`src/rtl/multi_channel_clock_divider.sv`:
```
// Multi-channel programmable clock/strobe divider with shadowed runtime configuration.
// New divisor/mode settings are applied only at a period boundary, a disable or a sync.
module multi_channel_clock_divider #(
    parameter int unsigned NUM_CH       = 4,
    parameter int unsigned WIDTH        = 32,
    parameter int unsigned DEFAULT_DIV  = 5000,
    parameter int unsigned DEFAULT_MODE = 0,
    localparam int unsigned CH_W        = (NUM_CH > 1) ? $clog2(NUM_CH) : 1
) (
    input  logic              clk,
    input  logic              rst,
    input  logic [NUM_CH-1:0] ch_en,
    input  logic              sync,
    input  logic              cfg_valid,
    input  logic [CH_W-1:0]   cfg_ch,
    input  logic [WIDTH-1:0]  cfg_div,
    input  logic              cfg_mode,
    output logic              cfg_err,
    output logic [NUM_CH-1:0] cfg_pending,
    output logic [NUM_CH-1:0] clk_out,
    output logic [NUM_CH-1:0] tick
);

    localparam logic [WIDTH-1:0] RST_DIV  = WIDTH'(DEFAULT_DIV);
    localparam logic             RST_MODE = 1'(DEFAULT_MODE);

    logic [WIDTH-1:0]  r_cnt    [NUM_CH];
    logic [WIDTH-1:0]  r_div    [NUM_CH];
    logic [WIDTH-1:0]  r_sh_div [NUM_CH];
    logic [NUM_CH-1:0] r_mode;
    logic [NUM_CH-1:0] r_sh_mode;
    logic [NUM_CH-1:0] r_pend;
    logic [NUM_CH-1:0] r_clk_out;
    logic [NUM_CH-1:0] r_tick;
    logic              r_cfg_err;

    logic              w_cfg_ok;
    logic [NUM_CH-1:0] w_wr;
    logic [NUM_CH-1:0] w_term;

    assign w_cfg_ok = cfg_valid && (cfg_div != '0) && (32'(cfg_ch) < NUM_CH);

    // Per-channel write decode and full-width terminal compare (divisor is never 0).
    always_comb begin
        w_wr   = '0;
        w_term = '0;
        for (int unsigned i = 0; i < NUM_CH; i++) begin
            w_wr[i]   = w_cfg_ok && (32'(cfg_ch) == 32'(i));
            w_term[i] = (r_cnt[i] == (r_div[i] - WIDTH'(1)));
        end
    end

    always_ff @(posedge clk) begin
        if (rst) begin
            r_cfg_err <= 1'b0;
            r_mode    <= {NUM_CH{RST_MODE}};
            r_sh_mode <= '0;
            r_pend    <= '0;
            r_clk_out <= '0;
            r_tick    <= '0;
            for (int unsigned i = 0; i < NUM_CH; i++) begin
                r_cnt[i]    <= '0;
                r_div[i]    <= RST_DIV;
                r_sh_div[i] <= '0;
            end
        end else begin
            r_cfg_err <= cfg_valid && !w_cfg_ok;
            for (int unsigned i = 0; i < NUM_CH; i++) begin
                if (!ch_en[i] || sync) begin
                    // Idle or phase restart: no tick, output low, pending config lands now.
                    r_cnt[i]     <= '0;
                    r_clk_out[i] <= 1'b0;
                    r_tick[i]    <= 1'b0;
                    if (r_pend[i]) begin
                        r_div[i]  <= r_sh_div[i];
                        r_mode[i] <= r_sh_mode[i];
                        r_pend[i] <= 1'b0;
                    end
                end else if (w_term[i]) begin
                    r_cnt[i]  <= '0;
                    r_tick[i] <= 1'b1;
                    if (r_pend[i]) begin
                        r_div[i]     <= r_sh_div[i];
                        r_mode[i]    <= r_sh_mode[i];
                        r_pend[i]    <= 1'b0;
                        r_clk_out[i] <= 1'b0;
                    end else begin
                        r_clk_out[i] <= r_mode[i] ? 1'b1 : ~r_clk_out[i];
                    end
                end else begin
                    r_cnt[i]     <= r_cnt[i] + WIDTH'(1);
                    r_tick[i]    <= 1'b0;
                    r_clk_out[i] <= r_mode[i] ? 1'b0 : r_clk_out[i];
                end
                // A same-edge write lands after any application, so it stays pending.
                if (w_wr[i]) begin
                    r_sh_div[i]  <= cfg_div;
                    r_sh_mode[i] <= cfg_mode;
                    r_pend[i]    <= 1'b1;
                end
            end
        end
    end

    assign cfg_err     = r_cfg_err;
    assign cfg_pending = r_pend;
    assign clk_out     = r_clk_out;
    assign tick        = r_tick;

endmodule

```
`config.mk`:
```
export PLATFORM = sky130hd
export DESIGN_NAME = multi_channel_clock_divider
export DESIGN_NICKNAME = d
export VERILOG_FILES = /design/src/rtl/multi_channel_clock_divider.sv
export SDC_FILE = /design/constraint.sdc
export NUM_CORES = 1
export LEC_CHECK = 0
export CAP_MARGIN = 15
export CORE_MARGIN = 2
export CORE_UTILIZATION = 50
export DETAILED_ROUTE_END_ITERATION = 6
export HOLD_SLACK_MARGIN = 0.06
export PLACE_DENSITY = 0.67
export SYNTH_ARGS = -nofsm -noshare
export SYNTH_HDL_FRONTEND = slang
export SYNTH_SLANG_ARGS = --single-unit
export TNS_END_PERCENT = 5
```
`constraint.sdc`:
```
create_clock -name clk -period 9.25 [get_ports clk]
set_input_delay 1.3875 -clock clk [delete_from_list [all_inputs] [get_ports clk]]
set_output_delay 1.3875 -clock clk [all_outputs]
set_load 0.05 [all_outputs]
```
==> key figures <==
Run status
  – Status: complete, no violations

Finish
  – Fillers: 3,558
  – Area Growth Syn to Fin: 14.37%
  – # nets final: 2,196
  – Area occupied by multi-input gates: 9787 sq um
  – FF+latch area: 11,950 sq um
  – Layout cells sized above 1: 0.05324
  – Fin cells: 2,765
  – Final instance area: 24,790 sq um

Logic synthesis
  – Post-synthesis async set-or-reset flop share: 0
  – Syn Inst Count: 1,975
  – Synthesized cell area: 21,680 sq um
  – #FFs+latches synth: 405
  – Register area share after synthesis: 0.5514
  – Synth warn: 0
  – Post-synth top flop: edfxtp_1
  – Distinct cells, synth: 78
  – Syn avg cell area: 10.98 sq um
  – Post-synth EDFFs: 384

Detailed routing
  – # DRC: 0
  – Final WL: 50.89 mm
  – ANT nets after route: 0
  – Via count: 15,320
  – Initial drt markers: 1,330
  – First-pass iteration count of the detailed router: 6
  – DR vias/cell: 5.541
  – DR WL/cell: 18.40 microns

STA
  – Unrepaired setup endpoints after global routing: no
  – Worst Hold Slack: 0.4854 ns
  – Max Clk Rate: 199.8 MHz
  – Worst Skew: 0.01884 ns
  – Final setup viols: 0
  – Actual slew at the worst max-slew pin: 1.138 ns
  – Crit path time final: 5.004 ns
  – Setup tns final: 0 ns
  – Rel. slew slack: 0.2388
  – Slew Limit Fails: 0
  – Tcrit/Tclk final: 0.5410
  – Count of final hold-check violations: 0

Place
  – Placed inst area: 23,290 sq um
  – GP Congestion: 0.9223
  – Dpl hpwl: 36.33 mm
  – Buffers on Ports: 55
  – Dpl cells: 2,682

Floorplan
  – Die area: 45,030 sq um
  – IO Pins: 56
  – Core area: 42,890 sq um
  – Die H: 212.2 microns
  – Die width: 212.2 microns
  – Row count: 76
  – Initial core utilization: 0.5054

Clock network
  – Setup repair bufs after CTS: 0
  – Clock Sink Count: 405
  – CTS Buffer Depth: 3
  – Post_cts resized: 0
  – Clock Latency Late Sink: 0.56 ns
  – H-tree depth: 2
  – CTS tree: built
  – Worst-path clk slew: 0.06 ns
  – Root cell of the clock tree: clkbuf_16
  – CTS buffer count: 44
  – Hold-fix buffers, CTS: 0

Worst setup path
  – Critical path launch point type: flop
  – CP max stage delay: 0.74 ns
  – CP Buf/Inv Count: 3
  – Crit path max-delay cell type: nor4b_1
  – Critical path fanouts, max: 33
  – Crit. End Element: flop
  – CP cell instances: inv_1 > ha_1 > nor4b_1 > nand2_1 > or4b_2 > nor3_1 > o22ai_1 > a2111oi_1 > a311oi_1 > nand2b_1 > buf_4 > nand2_1 > buf_4
  – Setup CP Type: flop to flop
  – Delay-heaviest family, CP: simple AND/OR/NAND/NOR gates
  – Req. time, crit path: 9.46 ns
  – Worst Path Arrival: 5.21 ns

Global routing
  – Gr ovfl total: 0
  – Total GRT Usage: 0.2301
  – Vias in the first global route: 14,718
  – Initial antenna violation count: 4
  – Largest net degree at the start of global routing: 54
  – First-pass GRT wire length: 80.35 mm

Pwr
  – Max VDD drop: 145.2 uV
  – Lkg Pwr: 8.643 nW
  – PwrDens: 173.3 nW/um^2

Min path
  – Tightest Hold Check Type: flop to flop

Flow run
  – Max-cap check violation count: 0
[state kept, by name, summed over array words and instances, names as in the netlist]
register / count
clk_out: 4
cfg_pending: 4
r_sh_div: 128
r_sh_mode: 4
r_cnt: 128
tick: 4
r_mode: 4
cfg_err: 1
r_div: 128
[kinds of logic after synthesis]
family | share of synthesized area
buf+inv | 0.02015
simple gates | 0.2540
xor+xnor | 0.1115
fa+ha+maj | 0.004618
flops | 0.5514
other cells | 0.0001730
mux | 0.006176
compound gates | 0.05195
[worst reg2reg max path, delay by kind of cell, from the launching register on]
family          cells  cell delay [ns]
fa+ha+maj           1             0.34
buf+inv             3             0.70
compound gates      3             0.89
flops               1             0.48
simple gates        6             2.24
[cells in the final DEF (no fill, tap or decap), types with 9 or more instances in the layout]
master             n
mux2i_1           10
conb_1           128
nand2b_1          21
or4_1             20
clkdlybuf4s50_1   54
o21ai_0           24
and2_1           159
xnor2_1          120
nor2_1           225
nor3b_1           34
and3_1            93
dfxtp_1           21
nand3b_1          21
clkbuf_1           9
nand2_1          105
nor2b_1           20
inv_1             29
nor4_1            46
nand4_1           45
clkinv_1          10
nor3_1            57
or3_1             33
xor2_1           156
nand3_1           77
edfxtp_1         384
o211ai_1          10
a21oi_1           24
buf_4             22
clkbuf_16         45
[synth_stat cells, types with 10 or more instances]
| library cell | count | area share |
|---|---|---|
| or3_1 | 33 | 0.0095 |
| nand4_1 | 45 | 0.013 |
| o211ai_1 | 10 | 0.0035 |
| nand3b_1 | 21 | 0.0073 |
| a21oi_1 | 24 | 0.0055 |
| nor3b_1 | 34 | 0.012 |
| edfxtp_1 | 384 | 0.53 |
| nor2_1 | 225 | 0.039 |
| o21ai_0 | 27 | 0.0062 |
| nor3_1 | 58 | 0.013 |
| or4_1 | 20 | 0.0069 |
| inv_1 | 29 | 0.0050 |
| nor4_1 | 46 | 0.013 |
| nand2_1 | 105 | 0.018 |
| nor2b_1 | 20 | 0.0058 |
| xnor2_1 | 120 | 0.048 |
| dfxtp_1 | 21 | 0.019 |
| xor2_1 | 156 | 0.063 |
| buf_2 | 10 | 0.0023 |
| clkbuf_1 | 69 | 0.012 |
| and3_1 | 93 | 0.027 |
| mux2i_1 | 10 | 0.0046 |
| and2_1 | 159 | 0.046 |
| nand3_1 | 77 | 0.018 |
| nand2b_1 | 21 | 0.0061 |
[where the power goes]
group / switching (mW) / internal (mW)
Combinational: 0.181 / 0.121
Sequential: 0.0871 / 2.11
Clock: 0.716 / 1.08
[layer usage]
layer / wire, microns / GRT usage / vias to the layer above
met3: 3929 / 0.04372 / 96
met4: 1373 / 0.07355 / 0
met1: 21990 / 0.3148 / 7292
met2: 23600 / 0.3717 / 515
li1: - / - / 7417
met5: 0 / 0 / -
[stage by stage]
stage / setup slack [ns] / util / power, mW
floorplan: 3.708 / - / 2.408
global placement: 4.479 / 0.5432 / 2.521
detailed placement: 4.278 / 0.5432 / 2.530
CTS: 4.267 / 0.5773 / 4.337
global route: 3.833 / 0.5780 / 4.441
finish: 4.246 / 0.5781 / 4.297
[layout make-up]
class | instances | share of cell area
multi-input cells | 1585 | 0.3948
inverters | 30 | 0.004542
repair buffers | 79 | 0.02998
clock buffers | 54 | 0.04678
flip-flops and latches | 405 | 0.4821
well taps | 585 | 0.02952
diodes | 1 | 0.0001009
clock inverters | 26 | 0.01221
[final timing paths]
check / end / depth (start not counted) / slack, ns / start
max: r_div[2][21] / 13 / 4.25 / r_div[2][0]
min: r_mode[2] / 2 / 0.49 / r_mode[2]
max reg2reg: r_div[2][21] / 13 / 4.25 / r_div[2][0]
min reg2reg: r_mode[2] / 2 / 0.49 / r_mode[2]
Power figures use the tool's default switching activity.
==> edit 1 (same flow settings) <==
Change the parameter `NUM_CH` from 4 to 2.
--- a/src/rtl/multi_channel_clock_divider.sv
+++ b/src/rtl/multi_channel_clock_divider.sv
@@ -3,3 +3,3 @@
 module multi_channel_clock_divider #(
-    parameter int unsigned NUM_CH       = 4,
+    parameter int unsigned NUM_CH       = 2,
     parameter int unsigned WIDTH        = 32,
Interface: changed (5 resized); port bits go from 56 to 47. No check against the original RTL was run, so the function may have changed too.
==> edit 1 against the original RTL <==
  * Power down 48%
  * Synthesized area is 50% lower
  * Routed wire length fell by 56%
  * Via count decreased by 52%
  * Worst setup slack better by 0.54 ns
  * Final cell count is 51% lower
  * Cell area down 49%
  * Sequential cell count fell by 202
  * Clock power is 48% lower
==> edit 1: results (changes against the original RTL) <==
* Vias in the first global route at 7091 (-52%)
* Endpoint, Worst Hold: r_mode[0]
* Slowest CP cell: nand2_1
* Static Leakage at 0.004340 uW (-50%)
* Global Route met2 Usage at 31.91% (-5.3 points)
* Crit path from: r_div[0][0]
* Arrival @ worst endpoint at 4.68 ns (-0.53 ns)
* Largest net degree at the start of global routing at 33 (-39%)
* Total track usage at 20.14% (-2.9 points)
* Area grow syn2layout at 15.95%
* Gp weighted congestion at 0.8851 (-4.0%)
* H-tree levels at 1 (-1)
* Worst Skew at 0.01608 ns (-0.002751 ns)
* Initial antenna violation count at 0 (-4)
* Non-clock inverter count at 16 (-47%)
* Syn Area/Cell at 11.27 um2 (+2.7%)
* Max transition margin at 32.46% (+8.6 points)
* DR pass1 iterations at 4 (-2)
* Clk_lat worst skew at 0.51 ns (-0.05 ns)
* Sequential share of cell area at 47.68% (-0.53 points)
* Met3 Wirelength at 1.155 mm (-71%)
* Top cell types by occurrence after synthesis: edfxtp_1, nor2_1, and2_1, xor2_1, xnor2_1
* Crit Path Max Fanout at 31 (-6.1%)
* Hold Crit Start: r_sh_mode[0]
* Crit share post-route at 48.25% (-5.8 points)
* Inst Count DP at 1321 (-51%)
* Post-DP HPWL at 16.43 mm (-55%)
* NetSw at 512.8 uW (-48%)
* Hold_ws at 0.4909 ns (+0.005480 ns)
* Met3 GRT Util at 2.711% (-1.7 points)
* Routed wire length at 22.41 mm (-56%)
* FF-to-FF path depth at 11 (-2)
* Post-layout nets at 1115 (-49%)
* Register area share after synthesis at 55.28% (+0.14 points)
* CLK BUF at 25 (-54%)
* Final-layout clock-cell area share at 6.179% (+0.28 points)
* TritonCTS Buffers at 23 (-48%)
* Global-route wire length before repair at 36.23 mm (-55%)
* Fillers at 1771 (-50%)
* Count of multi-input combinational gates at 775 (-51%)
* CTS max path bufs at 3 (unchanged)
* Largest regs: r_cnt (64), r_div (64), r_sh_div (64)
* Worst VDD drop at 0.0001352 V (-6.9%)
* Unique masters post-synth at 72 (-7.7%)
* Via-to-Cell Ratio at 5.394 (-2.6%)
* Metal2 WL at 10.24 mm (-57%)
* Crit path capture: r_cnt[0][31]
* PortBufs at 46 (-16%)
* CTS sink cnt at 203 (-50%)
* Status: complete, no violations
* GR Layer Usage met1 at 29.72% (-1.8 points)
* Synthesized instance count at 961 (-51%)
* Diode count at 0 (-1)
* Placement Cell Area at 11780 um2 (-49%)
* Pre-CTS setup slack at 4.834 ns (+0.5559 ns)
* Share of cells above drive strength 1 at 6.250% (+0.93 points)
edit 1: cell types whose count changed in the layout (fill, tap and decap cells not counted), sizes merged, moves of 37 or more:
cell and delta:
edfxtp -192, nor2 -114, xor2 -84, and3 -73
and2 -69, conb -64, nand2 -54, xnor2 -54
nand3 -37
edit 1: cell families after synthesis:
group	count (synthesis)	share of synthesized area (%)
flip-flops	203	55.28
XOR/XNOR	138	11.16
buffers and inverters	46	1.872
other	1	0.03463
multiplexers	15	1.421
AO/OA/AOI/OAI	77	5.247
AND/OR/NAND/NOR	477	24.52
adder cells (fa/ha/maj)	4	0.4622
edit 1: worst max-delay path, delay by kind of cell (launching register included):
family,cells,cell delay (ns)
compound gates,2,0.45
fa+ha+maj,1,0.25
buf+inv,1,0.10
flops,1,0.47
mux,1,0.41
simple gates,6,2.48
edit 1: power by group through the flow:
stage	registers (uW)	clock network, uW	logic, uW
floorplan	1120	0	130
global placement	1140	0	177
detailed placement	1140	0	178
CTS	1120	953	180
global route	1130	984	202
finish	1120	932	180
==> edit 2 (same flow settings) <==
Without the edit above. Add an input register stage for `cfg_ch`, with the module's reset; this delays it by one clock. The other inputs are not delayed to match.
--- a/src/rtl/multi_channel_clock_divider.sv
+++ b/src/rtl/multi_channel_clock_divider.sv
@@ -26,2 +26,12 @@
 
+    logic [CH_W-1:0] cfg_ch_q;
+
+    always_ff @(posedge clk) begin
+        if (rst) begin
+            cfg_ch_q <= '0;
+        end else begin
+            cfg_ch_q <= cfg_ch;
+        end
+    end
+
     logic [WIDTH-1:0]  r_cnt    [NUM_CH];
@@ -40,3 +50,3 @@
 
-    assign w_cfg_ok = cfg_valid && (cfg_div != '0) && (32'(cfg_ch) < NUM_CH);
+    assign w_cfg_ok = cfg_valid && (cfg_div != '0) && (32'(cfg_ch_q) < NUM_CH);
 
@@ -47,3 +57,3 @@
         for (int unsigned i = 0; i < NUM_CH; i++) begin
-            w_wr[i]   = w_cfg_ok && (32'(cfg_ch) == 32'(i));
+            w_wr[i]   = w_cfg_ok && (32'(cfg_ch_q) == 32'(i));
             w_term[i] = (r_cnt[i] == (r_div[i] - WIDTH'(1)));
Function: changed (a bounded check fails within 4 cycles, from zero or initial values and one cycle with rst high).
==> edit 2 against the original RTL <==
  * Sequential cell count rose by 2
  * Combinational power increased by 8.3%
  * Count of clock-buffer cells in the layout increased by 11
  * Power grew 1.4%
  * Synthesized area grew 5.1%
  * Cell area increased by 4.6%
  * Worst setup slack got worse by 0.45 ns
  * Routed wire length increased by 9.7%
  * Via count rose by 8.5%
  * Final cell count rose by 5.0%
  * Synthesized cell count grew 6.9%
==> edit 2: results (changes against the original RTL) <==
* Layout Cells excl Fill at 2903 (+5.0%)
* Placement Cell Area at 24370 um2 (+4.6%)
* R2r setup slk at 3.79 ns (-0.45 ns)
* Inst Count DP at 2818 (+5.1%)
* Endpoint, Worst Hold: r_sh_mode[0]
* Share of cells above drive strength 1 at 7.559% (+2.2 points)
* Syn Area/Cell at 10.78 um2 (-1.8%)
* TritonCTS Buffers at 45 (+2.3%)
* ANT nets after route at 0 (unchanged)
* Clk_lat worst skew at 0.57 ns
* H-tree levels at 2 (unchanged)
* Unique masters post-synth at 80 (+2.6%)
* RR Endpoint: r_div[0][7]
* Clk pin slew, worst setup/hold paths at 0.06 ns (about the same)
* Hold Crit Start: r_sh_mode[0]
* Routed wire length at 55.81 mm (+9.7%)
* CTS max path bufs at 3 (unchanged)
* Synth top area cells: edfxtp_1, xnor2_1, xor2_1, nor2_1, and2_1
* Post-CTS resize count at 0 (unchanged)
* Worst Skew at 0.02158 ns (+0.002742 ns)
* Post-layout nets at 2317 (+5.5%)
* Async SR Flop Fraction at 0% (unchanged)
* Final core utilization at 57.38% (-0.43 points)
* Crit Path Max Fanout at 33 (unchanged)
* Hold_ws at 0.5041 ns (+0.01867 ns)
* Root Buffer: clkbuf_16
* Vias at 16620 (+8.5%)
* Total track usage at 23.66% (+0.65 points)
* Top cell types by occurrence after synthesis: edfxtp_1, nor2_1, xnor2_1, and2_1, nand2_1
* Status: complete, no violations
* Crit path from: r_div[0][0]
* FF-to-FF path depth at 11 (-2)
* Post-DP HPWL at 40.57 mm (+12%)
* Hold Path Class: flip-flop to flip-flop
* Post-CTS setup buffer count at 0 (unchanged)
* Initial antenna violation count at 4 (unchanged)
* Largest regs: r_cnt (128), r_div (128), r_sh_div (128)
* Arrival @ worst endpoint at 5.72 ns (+0.51 ns)
* Global-route wire length before repair at 87.11 mm (+8.4%)
* Hold Path Depth at 2 (unchanged)
* Iter 0 DRT Violations at 1309 (-1.6%)
* Register area share after synthesis at 52.66% (-2.5 points)
* Fillers at 3834 (+7.8%)
* Synth Warn # at 0 (unchanged)
* PortBufs at 55 (unchanged)
* Vias in the first global route at 15840 (+7.6%)
* DR pass1 iterations at 6 (unchanged)
* Gp weighted congestion at 0.8842 (-4.1%)
* Post-synth EDFFs at 384 (unchanged)
* Worst VDD drop at 0.0001772 V (+22%)
* Largest net degree at the start of global routing at 53 (-1.9%)
* Max transition margin at 31.80% (+7.9 points)
* Static Leakage at 0.008741 uW (+1.1%)
edit 2: changes by cell type after synthesis, sizes merged, moves of 24 or more:
| cell | before | now |
|---|---|---|
| or4 | 21 | 49 |
| nor3b | 34 | 8 |
| nand2 | 105 | 133 |
| and3 | 93 | 61 |
| nor4b | 8 | 66 |
| xor2 | 156 | 131 |
| nor2 | 225 | 263 |
| and2 | 159 | 135 |
edit 2: power breakdown:
part	total, uW	internal [uW]	switching, uW
registers	2180	2100	83.1
logic	327	126	201
clock network	1850	1120	734
edit 2: kinds of logic after synthesis:
kind of cell	Yosys count	share of synthesized area [%]
adders and majority gates	8	0.4396
and+or+nand+nor	1092	27.78
xor gates and xnor gates	267	10.27
muxes	9	0.4066
other	1	0.01647
DFF	407	52.66
buffers and inverters	144	2.588
AOI/OAI and AO/OA	184	5.841
edit 2: worst max-delay path by stage:
stage | depth (start not counted) | slack (ns) | to
finish | 11 | 3.79 | r_div[0][7]
global route | 11 | 3.53 | r_div[0][7]
CTS | 11 | 3.89 | r_div[0][7]
detailed placement | 11 | 3.90 | r_div[0][4]
global placement | 11 | 3.99 | r_div[0][4]
floorplan | 11 | 2.97 | r_div[3][0]
edit 2: worst max-delay path, stage by stage (launching register included):
cell      delay [ns]
edfxtp_1        0.44
inv_1           0.09
ha_1            0.23
nor4b_2         0.85
nand4_1         0.30
o31ai_1         0.40
o211ai_1        0.15
or4b_1          0.57
or4_4           0.54
o311a_4         0.51
o21ai_2         0.68
buf_4           0.38
edit 2: metrics by stage:
stage	setup slack, ns	power (uW)
after floorplan	2.970	2416
after global routing	3.527	4508
final	3.792	4359
after detailed placement	3.898	2539
after CTS	3.887	4385
after global placement	3.990	2531
edit 2: layout make-up:
type	count	share of cell area (%)
inverter	47	0.6805
tap	600	2.896
sequential	407	46.25
multi-input combinational	1688	41.47
timing repair buffer	77	2.828
antenna	1	0.009652
clock buffer	65	4.869
clock inverter	18	0.9990
edit 2: metal layers:
layer / routed length (um) / up-vias / share of wire, % / GRT usage [%]
met5: 30 / - / 0.054 / 0
met4: 1496 / 4 / 2.7 / 7.123
met3: 3675 / 95 / 6.6 / 4.630
met2: 25800 / 435 / 46 / 37.87
met1: 24800 / 8085 / 44 / 32.68
li1: - / 7996 / - / -
